## config.mk

```make
export PLATFORM = sky130hd
export DESIGN_NAME = mem_stream_reader
export DESIGN_NICKNAME = d
export VERILOG_FILES = /design/src/rtl/mem_stream_reader.sv
export SDC_FILE = /design/constraint.sdc
export NUM_CORES = 1
export LEC_CHECK = 0
export ABC_AREA = 1
export ABC_CLOCK_PERIOD_IN_PS = 3700
export CAP_MARGIN = 20
export CORE_AREA = 10 10 152 154
export CTS_BUF_LIST = sky130_fd_sc_hd__clkbuf_8 sky130_fd_sc_hd__clkbuf_16
export CTS_CLUSTER_SIZE = 28
export DETAILED_ROUTE_END_ITERATION = 10
export DIE_AREA = 0 0 162 164
export PLACE_DENSITY = 0.75
export SLEW_MARGIN = 5
export SYNTH_ARGS = -nofsm -noshare
export SYNTH_HDL_FRONTEND = slang
export SYNTH_SLANG_ARGS = --single-unit
```

## constraint.sdc

```tcl
create_clock -name clk_i -period 3.7 [get_ports clk_i]
set_input_delay 0.74 -clock clk_i [delete_from_list [all_inputs] [get_ports clk_i]]
set_output_delay 0.74 -clock clk_i [all_outputs]
set_load 0.02 [all_outputs]
```

## src/rtl/mem_stream_reader.sv

```systemverilog
// Burst reader: walks a combinational-read memory from a base address and
// streams the words out over a valid/ready interface with a last marker.
module mem_stream_reader #(
  parameter int DataWidth = 128,
  parameter int DataDepth = 64,
  parameter int AddrWidth = (DataDepth <= 1) ? 1 : $clog2(DataDepth)
) (
  input  logic                        clk_i,
  input  logic                        rst_i,
  input  logic                        start_i,
  input  logic [AddrWidth-1:0]        base_addr_i,
  input  logic [AddrWidth:0]          len_i,
  output logic                        busy_o,
  output logic                        done_o,
  output logic [AddrWidth-1:0]        mem_addr_o,
  output logic                        mem_we_o,
  output logic signed [DataWidth-1:0] mem_wr_data_o,
  input  logic signed [DataWidth-1:0] mem_rd_data_i,
  output logic signed [DataWidth-1:0] data_o,
  output logic                        valid_o,
  input  logic                        ready_i,
  output logic                        last_o
);

  typedef enum logic [1:0] {IDLE, STREAM, DONE} state_e;

  localparam logic [AddrWidth-1:0] LastAddr = AddrWidth'(DataDepth - 1);
  localparam logic [AddrWidth:0]   RemOne   = (AddrWidth + 1)'(1);

  state_e                      state_q, state_d;
  logic [AddrWidth-1:0]        rd_ptr_q, rd_ptr_d;
  logic [AddrWidth:0]          remaining_q, remaining_d;
  logic signed [DataWidth-1:0] data_q, data_d;
  logic                        valid_q, valid_d;
  logic                        last_q, last_d;

  // Explicit compare keeps the wrap correct for non-power-of-2 depths.
  function automatic logic [AddrWidth-1:0] wrap_inc(input logic [AddrWidth-1:0] p);
    return (p == LastAddr) ? '0 : p + 1'b1;
  endfunction

  always_comb begin
    state_d     = state_q;
    rd_ptr_d    = rd_ptr_q;
    remaining_d = remaining_q;
    data_d      = data_q;
    valid_d     = valid_q;
    last_d      = last_q;
    case (state_q)
      IDLE: begin
        if (start_i) begin
          if (len_i != '0) begin
            state_d     = STREAM;
            rd_ptr_d    = base_addr_i;
            remaining_d = len_i;
          end else begin
            state_d = DONE;
          end
        end
      end
      STREAM: begin
        // Output register is free to take a new word, or drains the final one.
        if (!valid_q || ready_i) begin
          if (remaining_q != '0) begin
            data_d      = mem_rd_data_i;
            valid_d     = 1'b1;
            last_d      = (remaining_q == RemOne);
            rd_ptr_d    = wrap_inc(rd_ptr_q);
            remaining_d = remaining_q - 1'b1;
          end else if (valid_q) begin
            valid_d = 1'b0;
            last_d  = 1'b0;
            state_d = DONE;
          end
        end
      end
      DONE:    state_d = IDLE;
      default: state_d = IDLE;
    endcase
  end

  always_ff @(posedge clk_i) begin
    if (rst_i) begin
      state_q     <= IDLE;
      rd_ptr_q    <= '0;
      remaining_q <= '0;
      data_q      <= '0;
      valid_q     <= 1'b0;
      last_q      <= 1'b0;
    end else begin
      state_q     <= state_d;
      rd_ptr_q    <= rd_ptr_d;
      remaining_q <= remaining_d;
      data_q      <= data_d;
      valid_q     <= valid_d;
      last_q      <= last_d;
    end
  end

  assign busy_o        = (state_q != IDLE);
  assign done_o        = (state_q == DONE);
  assign mem_addr_o    = rd_ptr_q;
  assign mem_we_o      = 1'b0;
  assign mem_wr_data_o = '0;
  assign data_o        = data_q;
  assign valid_o       = valid_q;
  assign last_o        = last_q;

endmodule

```

==> results of run 1 <==
[state kept, by name, indices dropped and copies added (netlist names)]
signal	cells
data_o	128
remaining_q	7
mem_addr_o	6
state_q	2
last_o	1
valid_o	1
[worst paths after layout]
path | to | slack (ps) | cells after the start
max | done_o | 1240 | 3
min | data_o[66] | 480 | 2
max reg2reg | data_o[44] | 1610 | 9
min reg2reg | data_o[66] | 480 | 2
[critical path: stages, from the launching register on]
cell and delay, ps:
dfxtp_1 430, inv_1 60, nor2_1 170, clkdlybuf4s50_1 650
[layer usage]
| metal | track usage [%] | wire (µm) | vias to the layer above |
|---|---|---|---|
| met5 | 0 | 0 | - |
| met2 | 24.7 | 10400 | 248 |
| met1 | 18.3 | 9200 | 2649 |
| li1 | - | - | 3024 |
| met4 | 3.89 | 202 | 0 |
| met3 | 4.93 | 1620 | 14 |
[cell usage after synthesis (all sizes together)]
| library cell | n |
|---|---|
| a31oi | 1 |
| nand2 | 69 |
| a21oi | 12 |
| and3 | 1 |
| buf | 154 |
| nand3 | 7 |
| clkbuf | 21 |
| dfxtp | 145 |
| ha | 4 |
| inv | 21 |
| o21bai | 1 |
| nor3b | 1 |
| nor2 | 290 |
| nand4 | 3 |
| nor3 | 2 |
| conb | 1 |
| xor2 | 3 |
| and2 | 2 |
| o21ai | 137 |
| clkinv | 1 |
[power by group]
part	switching (mW)	internal, mW	total [mW]	leakage, nW
Sequential	0.159	1.84	2.00	1.19
Clock	0.727	1.02	1.74	0.291
Combinational	1.14	0.837	1.98	2.49
Total	2.03	3.70	5.73	3.98
[cells by family after synthesis]
family | after synthesis
XOR/XNOR | 3
flip-flops | 145
buffers and inverters | 197
AO/OA/AOI/OAI | 151
other | 1
adder cells (fa/ha/maj) | 4
AND/OR/NAND/NOR | 375
[final cells by class]
type	instances	area [µm²]	area share, %
Multi-Input combinational cell	662	2830	29.3
Clock buffer	17	425	4.41
Timing Repair Buffer	289	2900	30.0
Inverter	22	86.3	0.894
Tap cell	270	338	3.50
Clock inverter	15	171	1.78
Sequential cell	145	2900	30.1
[per-stage QoR]
stage	hold WS, ps	setup slack (ps)	total power [mW]
3_5_place_dp	471	894	4.04
4_1_cts	485	1170	5.81
5_1_grt	501	1140	6.09
3_3_place_gp	461	922	4.00
6_report	478	1240	5.73
2_1_floorplan	457	2040	3.31
==> flow_summary.yaml, run 1 <==
timing:
  setup_viol: 0
  final_hold_viol_count: 0
  worstMarginPinSlew_ps: 672
  min_period_over_period_pct: 66.4
  rsz0062_at_grt: "no"
  slew_headroom_pct: 55.2
  drv_slew: 0
  max_freq_ghz: 0.407
  clock-skew-final_ps: 11.2
  finalSetupTns_ps: 0
  fin_crit_ps: 2460
critical_path:
  worstSetupStartpointType: "flip-flop"
  reg2reg_from: "state_q[0]"
  criticalPathCategory: "flip-flop to primary output"
  startpoint: "state_q[1]"
  cp.arrival_ps: 1720
  end_kind: "primary output"
  cp_max_fo: 4
  crit_required_ps: 2960
cells_and_area:
  fillers: 2011
  syn_to_final_growth_pct: 46.3
  layout.cells.non_filler: 1420
  drive_gt1_share_pct: 5.39
  finalNetCount: 1286
  diodes: 0
  stdcell_area_um2: 9650
  layout_commonest_cell: "clkdlybuf4s50_1"
  final_core_util_pct: 48.2
  mostFrequentLayoutCells: "clkdlybuf4s50_1 (282), nor2_1 (274), dfxtp_1 (145)"
detailed_routing:
  via_per_inst: 4.18
  routed_wl_um: 21500
  dr_total_vias: 5935
  drt_iter0_markers: 351
  routedWlPerCell_um: 15.1
  firstDrtPassIters: 5
  drc_errors: 0
  antenna_left: 0
placement:
  dpl.cell_count: 1388
  gp_congestion: 0.845
  port_buffers: 282
  dpl_cell_area_um2: 9050
  hpwl_um: 16600
logic_synthesis:
  yosys.area_share.simple_pct: 22.9
  synth-compound-area-share_pct: 11.5
  yosysSeqAreaShare_pct: 44.0
  synth_top_family_by_area: "simple AND/OR/NAND/NOR gates"
  ys_warn_count: 0
  yosys.area.top_type: "dfxtp_1"
  netlist_top_cells_area: "dfxtp_1 (44%), nor2_1 (16%), buf_4 (15%)"
  synthAdderAreaFrac_pct: 0.759
  syn_area_um2: 6600
  synthMuxAreaShare_pct: 0
  synthXorXnorAreaFrac_pct: 0.398
  synth_top_area_share_pct: 44.0
  synth_cell_type_count: 30
  syn_avg_cell_area_um2: 7.53
  synth_cells: 876
  synth-seq-cells: 145
global_routing:
  antenna_found_initial: 0
  grt_use_total_pct: 14.9
  overflow: 0
  grt_pass1_vias: 5626
  grt_max_degree: 83
  grt_first_pass_wirelength_um: 31900
clock_network:
  clk_latency_ps: 410
  clock_path_buffers: 2
  clock-root-buffer: "clkbuf_16"
  post-cts-setup-buffers: 0
  cts_buffers: 17
  clk_pin_slew_ps: 60
  clock_sinks: 145
  cts_tree: "yes"
  hold_buffers: 0
  cts_resized: 0
  htreeDepth: 4
floorplanning:
  die_w_um: 162
  start_util_pct: 32.9
  ios: 412
  core_um2: 20000
  rows: 52
  die_area_um2: 26600
  die_y_um: 164
pwr:
  pwr_density_cell_nw_per_um2: 593
  power.leakage_nw: 3.98
  vdd_drop_max_mv: 0.277
outcome:
  status: "finished clean"
hold_path:
  hp-class: "flip-flop to flip-flop"
  worstHoldStart: "data_o[66]"
run:
  cap_violations: 0
Power figures use the tool's default switching activity.
==> run 2, diff against run 1 <==
--- a/config.mk
+++ b/config.mk
@@ -6,14 +6,14 @@
 export NUM_CORES = 1
 export LEC_CHECK = 0
 export ABC_AREA = 1
-export ABC_CLOCK_PERIOD_IN_PS = 3700
+export ABC_CLOCK_PERIOD_IN_PS = 2100
 export CAP_MARGIN = 20
-export CORE_AREA = 10 10 152 154
+export CORE_MARGIN = 10
+export CORE_UTILIZATION = 34
 export CTS_BUF_LIST = sky130_fd_sc_hd__clkbuf_8 sky130_fd_sc_hd__clkbuf_16
 export CTS_CLUSTER_SIZE = 28
 export DETAILED_ROUTE_END_ITERATION = 10
-export DIE_AREA = 0 0 162 164
-export PLACE_DENSITY = 0.75
+export PLACE_DENSITY = 0.8
 export SLEW_MARGIN = 5
 export SYNTH_ARGS = -nofsm -noshare
 export SYNTH_HDL_FRONTEND = slang
==> constraint.sdc (replaced) <==
create_clock -name clk_i -period 2.1 [get_ports clk_i]
set_input_delay 0.42 -clock clk_i [delete_from_list [all_inputs] [get_ports clk_i]]
set_output_delay 0.42 -clock clk_i [all_outputs]
set_load 0.02 [all_outputs]
==> flow_summary.yaml, run 2 (same netlist as run 1, synthesis figures left out) <==
pwr:
  switching_share_pct: 35.8
  p_comb_share_pct: 35.7
  power.share.clock_pct: 29.2
  p_seq_share_pct: 35.0
  pwr_density_cell_nw_per_um2: 1030
  p_int_mw: 6.48
  p_sw_mw: 3.61
  power.leakage_nw: 4.05
  power.total_mw: 10.1
  vdd_drop_max_mv: 0.505
detailed_routing:
  dr_total_vias: 6009
  firstDrtPassIters: 5
  routed_wl_um: 21600
  routedWlPerCell_um: 15.2
  drc_errors: 0
  antenna_left: 0
  via_per_inst: 4.24
  drt_iter0_markers: 352
placement:
  port_buffers: 282
  gp_congestion: 0.819
  dp_slack_ps: 196
  hpwl_um: 16900
  dpl_cell_area_um2: 9170
floorplanning:
  ios: 412
  die_area_um2: 25400
  die_y_um: 159
  die_w_um: 159
  start_util_pct: 34.9
  rows: 50
  core_um2: 18900
hold_path:
  worstHoldStart: "data_o[90]"
  holdPathEnd: "data_o[90]"
  hp-class: "flip-flop to flip-flop"
  min_path_cells: 2
critical_path:
  crit_buf_inv: 1
  crit_required_ps: 1680
  slowest_delay_ps: 650
  rrSetupSlack_ps: 390
  cp_top_family: "buffers and inverters"
  criticalPathCategory: "flip-flop to primary output"
  worstSetupStartpointType: "flip-flop"
  startpoint: "mem_addr_o[2]"
  critical-path-slowest-cell: "clkdlybuf4s50_1"
  timing.rr.end: "data_o[26]"
  end_kind: "primary output"
  reg2regPathDepth: 10
  cp_max_fo: 6
  cp_cell_sequence: "clkdlybuf4s50_1"
  reg2reg_from: "remaining_q[0]"
  cp.arrival_ps: 1490
cells_and_area:
  finalNetCount: 1295
  fillers: 1767
  syn_to_final_growth_pct: 47.7
  stdcell_area_um2: 9750
  final_core_util_pct: 51.6
  mostFrequentLayoutCells: "clkdlybuf4s50_1 (280), nor2_1 (274), dfxtp_1 (145)"
  diodes: 0
  largest_register_ffs: 128
  layout_commonest_cell: "clkdlybuf4s50_1"
  drive_gt1_share_pct: 6.13
timing:
  min_period_over_period_pct: 90.9
  drv_slew: 0
  fin_crit_ps: 1910
  fin_ws_ps: 190
  clock-skew-final_ps: 7.10
  max_freq_ghz: 0.524
  finalSetupTns_ps: 0
  final_hold_viol_count: 0
  setup_viol: 0
  rsz0062_at_grt: "no"
global_routing:
  grt_first_pass_wirelength_um: 32800
  overflow: 0
  grt_pass1_vias: 5763
  grt_use_total_pct: 15.9
  grt_max_degree: 78
  antenna_found_initial: 0
clock_network:
  cts_tree: "yes"
  htreeDepth: 4
  clock_sinks: 145
  clk_pin_slew_ps: 60
  post-cts-setup-buffers: 0
  clk_latency_ps: 410
  cts_buffers: 17
  hold_buffers: 0
  clock_path_buffers: 2
  clock-root-buffer: "clkbuf_16"
run:
  cap_violations: 0
outcome:
  status: "finished clean"
run 2: layout make-up:
class                   count  area (µm²)  share of cell area [%]
repair buffers            298        3040                    31.1
multi-input cells         662        2830                    29.0
inverters                  22        86.3                   0.886
well taps                 260         325                    3.34
clock buffers              17         425                    4.36
flip-flops and latches    145        2900                    29.8
clock inverters            14         144                    1.48
run 2: how the worst max path moves through the flow:
stage                     slack [ps]  cells after the start            end
after CTS                         20                      3         busy_o
after global routing             100                      1  mem_addr_o[2]
after detailed placement         200                      8  mem_addr_o[2]
final                            190                      1  mem_addr_o[2]
after floorplan                  650                     11     data_o[81]
after global placement           220                      8  mem_addr_o[2]
run 2: through the flow:
step                      instances  hold slack, ps
after floorplan                1004             457
after global placement         1387             460
after detailed placement       1387             471
after CTS                      1418             486
after global routing           1418             501
final                          1418             478
run 2: per-layer routing:
metal  share of wire (%)  track usage, %  vias up  wire, µm
li1                    -               -     3044         -
met2                  51            28.1      266     11000
met3                 7.5            5.50        7      1620
met5                   0               0        -         0
met4                0.63            3.83        0       136
met1                  41            18.0     2692      8810
run 2: power by group through the flow:
stage                     Combinational (mW)  Clock [mW]  Sequential [mW]
after floorplan                         1.69           0             4.14
after global placement                  3.57           0             3.57
after detailed placement                3.62           0             3.59
after CTS                               3.63        3.03             3.53
after global routing                    3.91        3.17             3.59
final                                   3.60        2.95             3.53
run 2: what timing repair did:
item,CTS,global route
hold endpoints to repair,0,0
gates resized for setup,0,2
endpoints found under the setup margin,0,2
